$ cat src/rtl/decoder_pipe.sv
// decoder_pipe: binary select decoder (one-hot / thermometer / active-low
// one-hot) feeding a 2-entry valid/ready FIFO, with sticky error flag and a
// saturating count of illegal transactions.
module decoder_pipe #(
   parameter int unsigned SEL_W   = 5,
   parameter int unsigned NUM_OUT = 32,
   parameter int unsigned CNT_W   = 8
) (
   input  logic               clk,
   input  logic               reset,
   input  logic               in_valid,
   output logic               in_ready,
   input  logic [SEL_W-1:0]   in_sel,
   input  logic [1:0]         in_mode,
   output logic               out_valid,
   input  logic               out_ready,
   output logic [NUM_OUT-1:0] out_vec,
   output logic               out_err,
   output logic               err_sticky,
   output logic [CNT_W-1:0]   err_count,
   input  logic               err_clr
);

   localparam logic [1:0] MODE_ONEHOT = 2'b00;
   localparam logic [1:0] MODE_THERMO = 2'b01;
   localparam logic [1:0] MODE_INV    = 2'b10;

   // FIFO occupancy
   typedef enum logic [1:0] {
      S_EMPTY = 2'd0,
      S_ONE   = 2'd1,
      S_FULL  = 2'd2
   } occ_e;

   occ_e state_q, state_d;

   logic [NUM_OUT-1:0] mem_vec_q [2];
   logic [NUM_OUT-1:0] mem_vec_d [2];
   logic               mem_err_q [2];
   logic               mem_err_d [2];
   logic               wr_ptr_q, wr_ptr_d;
   logic               rd_ptr_q, rd_ptr_d;

   logic               in_ready_q, in_ready_d;
   logic               out_valid_q, out_valid_d;
   logic [NUM_OUT-1:0] out_vec_q, out_vec_d;
   logic               out_err_q, out_err_d;
   logic               err_sticky_q, err_sticky_d;
   logic [CNT_W-1:0]   err_count_q, err_count_d;

   logic               push_c;
   logic               pop_c;
   logic               dec_legal_c;
   logic [NUM_OUT-1:0] dec_one_c;
   logic [NUM_OUT-1:0] dec_vec_c;

   assign push_c = in_valid && in_ready_q;
   assign pop_c  = out_valid_q && out_ready;

   // Decode the incoming select at acceptance time
   always_comb begin
      dec_legal_c = (32'(in_sel) < NUM_OUT) && (in_mode != 2'b11);
      dec_one_c   = NUM_OUT'(1) << in_sel;
      dec_vec_c   = '0;
      if (!dec_legal_c) begin
         dec_vec_c = (in_mode == MODE_INV) ? '1 : '0;
      end else begin
         case (in_mode)
            MODE_ONEHOT: dec_vec_c = dec_one_c;
            // shifting out the top bit yields 0, and 0 - 1 = all ones
            MODE_THERMO: dec_vec_c = (dec_one_c << 1) - NUM_OUT'(1);
            MODE_INV:    dec_vec_c = ~dec_one_c;
            default:     dec_vec_c = '0;
         endcase
      end
   end

   // Occupancy FSM, storage update and registered output staging
   always_comb begin
      state_d     = state_q;
      wr_ptr_d    = wr_ptr_q;
      rd_ptr_d    = rd_ptr_q;
      mem_vec_d   = mem_vec_q;
      mem_err_d   = mem_err_q;
      in_ready_d  = in_ready_q;
      out_valid_d = out_valid_q;
      out_vec_d   = out_vec_q;
      out_err_d   = out_err_q;

      case (state_q)
         S_EMPTY: begin
            if (push_c) state_d = S_ONE;
         end
         S_ONE: begin
            if (push_c && !pop_c)      state_d = S_FULL;
            else if (!push_c && pop_c) state_d = S_EMPTY;
         end
         S_FULL: begin
            if (pop_c) state_d = S_ONE;
         end
         default: state_d = S_EMPTY;
      endcase

      if (push_c) begin
         mem_vec_d[wr_ptr_q] = dec_vec_c;
         mem_err_d[wr_ptr_q] = !dec_legal_c;
         wr_ptr_d            = ~wr_ptr_q;
      end
      if (pop_c) begin
         rd_ptr_d = ~rd_ptr_q;
      end

      in_ready_d  = (state_d != S_FULL);
      out_valid_d = (state_d != S_EMPTY);
      if (out_valid_d) begin
         out_vec_d = mem_vec_d[rd_ptr_d];
         out_err_d = mem_err_d[rd_ptr_d];
      end else begin
         out_vec_d = '0;
         out_err_d = 1'b0;
      end
   end

   // Error flag and saturating counter; clear wins over a same-cycle increment
   always_comb begin
      err_sticky_d = err_sticky_q;
      err_count_d  = err_count_q;
      if (err_clr) begin
         err_sticky_d = 1'b0;
         err_count_d  = '0;
      end else if (push_c && !dec_legal_c) begin
         err_sticky_d = 1'b1;
         if (err_count_q != '1) begin
            err_count_d = err_count_q + CNT_W'(1);
         end
      end
   end

   // State and datapath registers
   always_ff @(posedge clk or posedge reset) begin
      if (reset) begin
         state_q      <= S_EMPTY;
         wr_ptr_q     <= 1'b0;
         rd_ptr_q     <= 1'b0;
         mem_vec_q[0] <= '0;
         mem_vec_q[1] <= '0;
         mem_err_q[0] <= 1'b0;
         mem_err_q[1] <= 1'b0;
         in_ready_q   <= 1'b1;
         out_valid_q  <= 1'b0;
         out_vec_q    <= '0;
         out_err_q    <= 1'b0;
         err_sticky_q <= 1'b0;
         err_count_q  <= '0;
      end else begin
         state_q      <= state_d;
         wr_ptr_q     <= wr_ptr_d;
         rd_ptr_q     <= rd_ptr_d;
         mem_vec_q[0] <= mem_vec_d[0];
         mem_vec_q[1] <= mem_vec_d[1];
         mem_err_q[0] <= mem_err_d[0];
         mem_err_q[1] <= mem_err_d[1];
         in_ready_q   <= in_ready_d;
         out_valid_q  <= out_valid_d;
         out_vec_q    <= out_vec_d;
         out_err_q    <= out_err_d;
         err_sticky_q <= err_sticky_d;
         err_count_q  <= err_count_d;
      end
   end

   assign in_ready   = in_ready_q;
   assign out_valid  = out_valid_q;
   assign out_vec    = out_vec_q;
   assign out_err    = out_err_q;
   assign err_sticky = err_sticky_q;
   assign err_count  = err_count_q;

endmodule

$ cat config.mk
export PLATFORM = sky130hd
export DESIGN_NAME = decoder_pipe
export DESIGN_NICKNAME = d
export VERILOG_FILES = /design/src/rtl/decoder_pipe.sv
export SDC_FILE = /design/constraint.sdc
export NUM_CORES = 1
export LEC_CHECK = 0
export ABC_CLOCK_PERIOD_IN_PS = 3600
export CAP_MARGIN = 20
export CELL_PAD_IN_SITES_DETAIL_PLACEMENT = 0
export CELL_PAD_IN_SITES_GLOBAL_PLACEMENT = 1
export CORE_MARGIN = 3
export CORE_UTILIZATION = 35
export DETAILED_ROUTE_END_ITERATION = 6
export PLACE_DENSITY = 0.78
export SLEW_MARGIN = 10
export SYNTH_ARGS = -nofsm -noshare
export SYNTH_HDL_FRONTEND = slang
export SYNTH_SLANG_ARGS = --single-unit
$ cat constraint.sdc
create_clock -name clk -period 3.6 [get_ports clk]
set_input_delay 0.36 -clock clk [delete_from_list [all_inputs] [get_ports clk]]
set_output_delay 0.36 -clock clk [all_outputs]
set_load 0.005 [all_outputs]
==> Word-level counts from Yosys, hierarchy flattened <==
Cells that the tools add are included.
{ "totals": {"regBits": 114, "word_cells": 76, "out_inout_bits": 44, "inputBits": 12} }
{ "classes": {"muxes": 30, "n_reduce_logical": 15, "n_lt_le_gt_ge": 3, "n_bitwise": 5, "eq_ne": 7, "shift": 1, "add_sub_neg": 2} }
{ "op_table": {"columns": ["operator", "n"], "rows": [
  ["32-bit 2-to-1 mux", 7],
  ["32-bit one-hot mux with 3 select lines", 1],
  ["64-bit bitwise mux", 1],
  ["64-bit 2-to-1 mux", 1],
  ["32-bit demux with 1-bit select", 1],
  ["32-bit NOT", 1],
  ["1-bit by 5-bit << shifter with 32-bit output, first input constant", 1],
  ["32-bit by 1-bit subtractor with 32-bit output, second input constant", 1],
  ["8-bit 2-to-1 mux", 3],
  ["2-bit 2-to-1 mux", 5],
  ["8-bit by 1-bit adder with 8-bit output, second input constant", 1],
  ["1-bit 2-to-1 mux", 8],
  ["8-bit inequality test, second input constant", 1],
  ["1-bit logical AND", 6],
  ["2-bit one-hot mux with 3 select lines", 1],
  ["2-bit nonzero test", 3],
  ["2-bit by 1-bit equality test with 1-bit output, second input constant", 2],
  ["2-bit equality test, second input constant", 2],
  ["2-bit greater-or-equal comparator, second input constant", 2],
  ["2-bit logical NOT", 2],
  ["2-bit inequality test, second input constant", 2],
  ["1-bit NOT with 2-bit output", 2],
  ["1-bit logical NOT", 3],
  ["2-bit bitwise mux", 1],
  ["other kinds (4)", 5]
]} }

==> Longest topological paths before layout <==
{ "depth": {"depth_word": 11, "depth_mapped": 10, "depth_no_buf": 8} }

==> Worst setup path before layout <==
Ideal clock, no wire load.
{ "synth_path": {"path_kind": "input to register", "startpoint": "in in_sel[2]", "endpoint": "reg out_vec_q[31] (netlist: out_vec[31])", "path_slack_ps": 1346, "t_arrival_ps": 2119, "setup_time_ps": 135, "stages": 10, "required_ps": 3465, "path_cell_list": "buf_4 -> nor3_4 -> nand2_1 -> ha_1 -> buf_2 -> xor2_1 -> o221a_1 -> nor3_2 -> a211oi_1 -> o32ai_2"} }
{ "synth_between": {"elab_chain_cells": 10} }
{ "synth_lines": {"columns": ["element", "line_no", "source"], "rows": [
  ["start, declared", "13", "input logic [SEL_W-1:0] in_sel,"],
  ["1-bit by 5-bit << shifter with 32-bit output *", "63", "dec_one_c = NUM_OUT'(1) << in_sel;"],
  ["32-bit by 1-bit subtractor with 32-bit output / 32-bit NOT (equally long branches)", "71, 72", null],
  ["32-bit one-hot mux with 3 select lines *", "68", "case (in_mode)"],
  ["32-bit 2-to-1 mux *", "65", "if (!dec_legal_c) begin"],
  ["64-bit bitwise mux *", "105", "mem_vec_d[wr_ptr_q] = dec_vec_c;"],
  ["64-bit 2-to-1 mux *", "104", "if (push_c) begin"],
  ["32-bit 2-to-1 mux (implied by the code) * (3 in series)", "116", "out_vec_d = mem_vec_d[rd_ptr_d];"],
  ["32-bit 2-to-1 mux *", "115", "if (out_valid_d) begin"],
  ["via out_vec_d[31]", "46", "logic [NUM_OUT-1:0] out_vec_q, out_vec_d;"],
  ["end signal, assigned", "165", "out_vec_q <= out_vec_d;"],
  ["end, declared", "46", null]
]} }
The timed path passes the listed nets; every way through them passes the cells marked *. The select of a mux whose other input is x is not followed.
A chain may end at the register's enable or synchronous reset.

==> out/results.tsv <==
metric	value	unit
net count after synthesis	631	
H-tree levels	4	
half-perimeter wire length after detailed placement	11000	um
Fmax achieved	0.364	GHz
Final min period	2750	ps
Via Count	4939	
root buffer selected by CTS	clkbuf_16	
vias per std cell	5.54	
source-to-sink clock delay at the later pin of the worst-skew pair	410	ps
cells on worst reg2reg path	4	
clock buffer depth	2	
die footprint	18400	sq um
dominant register cell in the synthesized netlist	dfrtp_1	
total iterations of the first detailed-routing run	5	
DIE HEIGHT	136	um
startpoint of the worst setup timing path	in_sel[0]	
number of setup violations in the final report	0	
total negative slack for setup checks	0	ps
Power Density	760	nW/um^2
cell type contributing the most total cell area after synthesis	dfrtp_1	
run status	finished clean	
startpoint class of the critical path	input port	
input/output buffers	55	
required time reported for the critical path endpoint	3950	ps
number of antenna violations at the first check in global routing	0	
number of rows created at floorplan	46	
final slew viol count	0	
non-filler cells, final	891	
area growth from synthesis to layout	22.0	%
clock buffer count from CTS	17	
worst stage delay on the critical path	520	ps
die width	136	um
number of DRC violations after detailed-routing iteration 0	325	
total wire length	16100	um
main area contributors after synthesis	dfrtp_1 48%, a22o_1 4.9%, nand2_1 4.1%	
share of post-route cells with drive strength above 1	11.0	%
max capacitance violation total	0	
Total Nets Final	676	
final weighted congestion in routability-driven placement	0.863	
data arrival at the endpoint of the critical path	3100	ps
number of placed instances with taps included	859	
series of cell instances along the critical path	clkdlybuf4s50_1 -> buf_4 -> nor2_2 -> nand2_1 -> ha_1 -> inv_1 -> o311a_1 -> o31ai_1 -> a22o_1	
routed wirelength normalized by instance count	18.1	um
maximum fanout along the worst path	21	
Slew Limit Headroom	47.9	%
post-route antenna net violation count	0	
quantity of gates resized following cts	0	
most frequent cells in the layout	113 x dfrtp_1, 64 x nand2_1, 54 x clkdlybuf4s50_1	
TritonCTS clock tree	done	
post-synthesis sequential area ratio	48.6	%
kind of capture point of the worst setup path	flip-flop	
Yosys warnings	0	
slew of the pin with the lowest slew margin	782	ps
Crit Reg-Reg Startpoint	in_ready$_DFF_PP1_	
unrepaired setup endpoints after global routing	false	
Antenna Cells	0	
critical path class	in -> reg	
Sinks on Clock Net	114	
P_leak	3.11	nW
Synth top area share	48.2	%
Hold Fails Final Rpt	0	
Tightest Hold Check Type	in -> async	
boundary pin count	56	
capturing element of the worst setup path	out_vec[11]$_DFF_PP0_	
largest clock skew in the final design	7.50	ps
Slowest-stage cell, CP	ha_1	
core region area	16200	sq um
count of mapped cells out of synthesis	617	
post-detailed-route DRC marker count	0	
final critical-path setup slack	850	ps
average instance area after synthesis	9.52	sq um
maximum number of pins on one net before global-route repair	42	
vias in the first global route	4923	
number of buffers added to fix hold violations after cts	0	
peak supply drop	0.342	mV
global routing usage summed across all routing layers	18.3	%
number of synthesized register bits	114	
summed instance area of the synthesized netlist	5870	sq um
initial cell density of the core	36.3	%
Final Cycle Share	76.4	%
clock-pin transition on the worst setup and hold timing paths	50	ps
number of flops mapped to enable cells by yosys	0	
worst setup timing slack at the placement stage	455	ps
worst reg2reg path endpoint	out_vec[11]$_DFF_PP0_	
internal reg-to-reg setup slack	1500	ps
first-pass GRT wire length	26400	um
GRT overflow	0	
count of different cell masters after synthesis	77	
asr flop ratio synth	100	%
most frequent standard cell in the layout excluding fill and tap cells	dfrtp_1	
total setup buffers inserted after CTS	0	
## cell usage after synthesis, drive strengths merged, types with 9 or more instances
cell      n
a21o      9
a21oi    33
a22o     33
a31oi    15
and2     12
buf      34
clkbuf   17
dfrtp   113
inv      21
nand2    64
nand3    16
nor2     55
nor2b     9
nor3     20
o21ai    44
## through the flow
step / utilization [%] / area [sq um] / power, mW / hold WS (ps)
3_5_place_dp: 40.7 / 6590 / 3.87 / 467
6_report: 44.3 / 7160 / 5.45 / 351
5_1_grt: 44.3 / 7160 / 5.80 / 378
4_1_cts: 44.3 / 7160 / 5.51 / 365
2_1_floorplan: - / 5870 / 3.20 / 445
3_3_place_gp: 40.7 / 6590 / 3.80 / 459
## how the worst min path moves through the flow
| stage | slack, ps | to | depth (start not counted) | start |
|---|---|---|---|---|
| 2_1_floorplan | 450 | mem_vec_q[27]$_DFF_PP0_ | 2 | mem_vec_q[27]$_DFF_PP0_ |
| 3_3_place_gp | 460 | mem_vec_q[11]$_DFF_PP0_ | 2 | mem_vec_q[11]$_DFF_PP0_ |
| 3_5_place_dp | 470 | mem_vec_q[27]$_DFF_PP0_ | 2 | mem_vec_q[27]$_DFF_PP0_ |
| 4_1_cts | 370 | mem_vec_q[63]$_DFF_PP0_ | 2 | reset |
| 5_1_grt | 380 | err_count[1]$_DFFE_PP0P_ | 2 | reset |
| 6_report | 350 | wr_ptr_q$_DFFE_PP0P_ | 2 | reset |
## state kept, by name (all words and copies together), names as in the netlist
name,flops
mem_vec_q,64
rd_ptr_q,1
state_q,2
out_vec,32
err_count,8
out_valid,1
mem_err_q,2
err_sticky,1
wr_ptr_q,1
in_ready,1
out_err,1
## power breakdown
part,internal (mW),total (mW),switching [mW]
combinational,0.837,1.88,1.05
clock,1.06,1.60,0.547
sequential,1.79,1.96,0.173
## worst max-delay path: cells and delay by family
| family | cells | cell delay (ps) |
|---|---|---|
| compound gates | 3 | 990 |
| buf+inv | 3 | 1080 |
| fa+ha+maj | 1 | 520 |
| simple gates | 2 | 150 |
## area by class of cell
class | instances | area [sq um]
clock buffers | 28 | 527
clock inverters | 4 | 47.5
multi-input cells | 431 | 2670
well taps | 216 | 270
flip-flops and latches | 114 | 2850
fillers | 1537 | 9010
repair buffers | 77 | 711
inverters | 21 | 81.3
## routing by layer
metal	track usage, %	share of wire, %	routed length [um]	vias to the layer above
met5	0	0	0	-
met4	6.27	2.2	359	0
met3	4.79	4.1	654	22
met2	28.9	48	7660	127
met1	24.6	46	7450	2459
li1	-	-	-	2331
## kinds of logic (layout without fill, tap and decap cells)
kind of cell	count (synthesis)	in the layout	share of synthesized area, %
DFF	114	114	48.6
xor gates and xnor gates	13	13	2.19
and+or+nand+nor	211	211	17.7
AOI/OAI and AO/OA	196	196	23.5
adders and majority gates	2	2	0.426
muxes	9	9	1.62
buffers and inverters	72	130	5.97
Note: power is estimated with default switching activity, not from simulation.
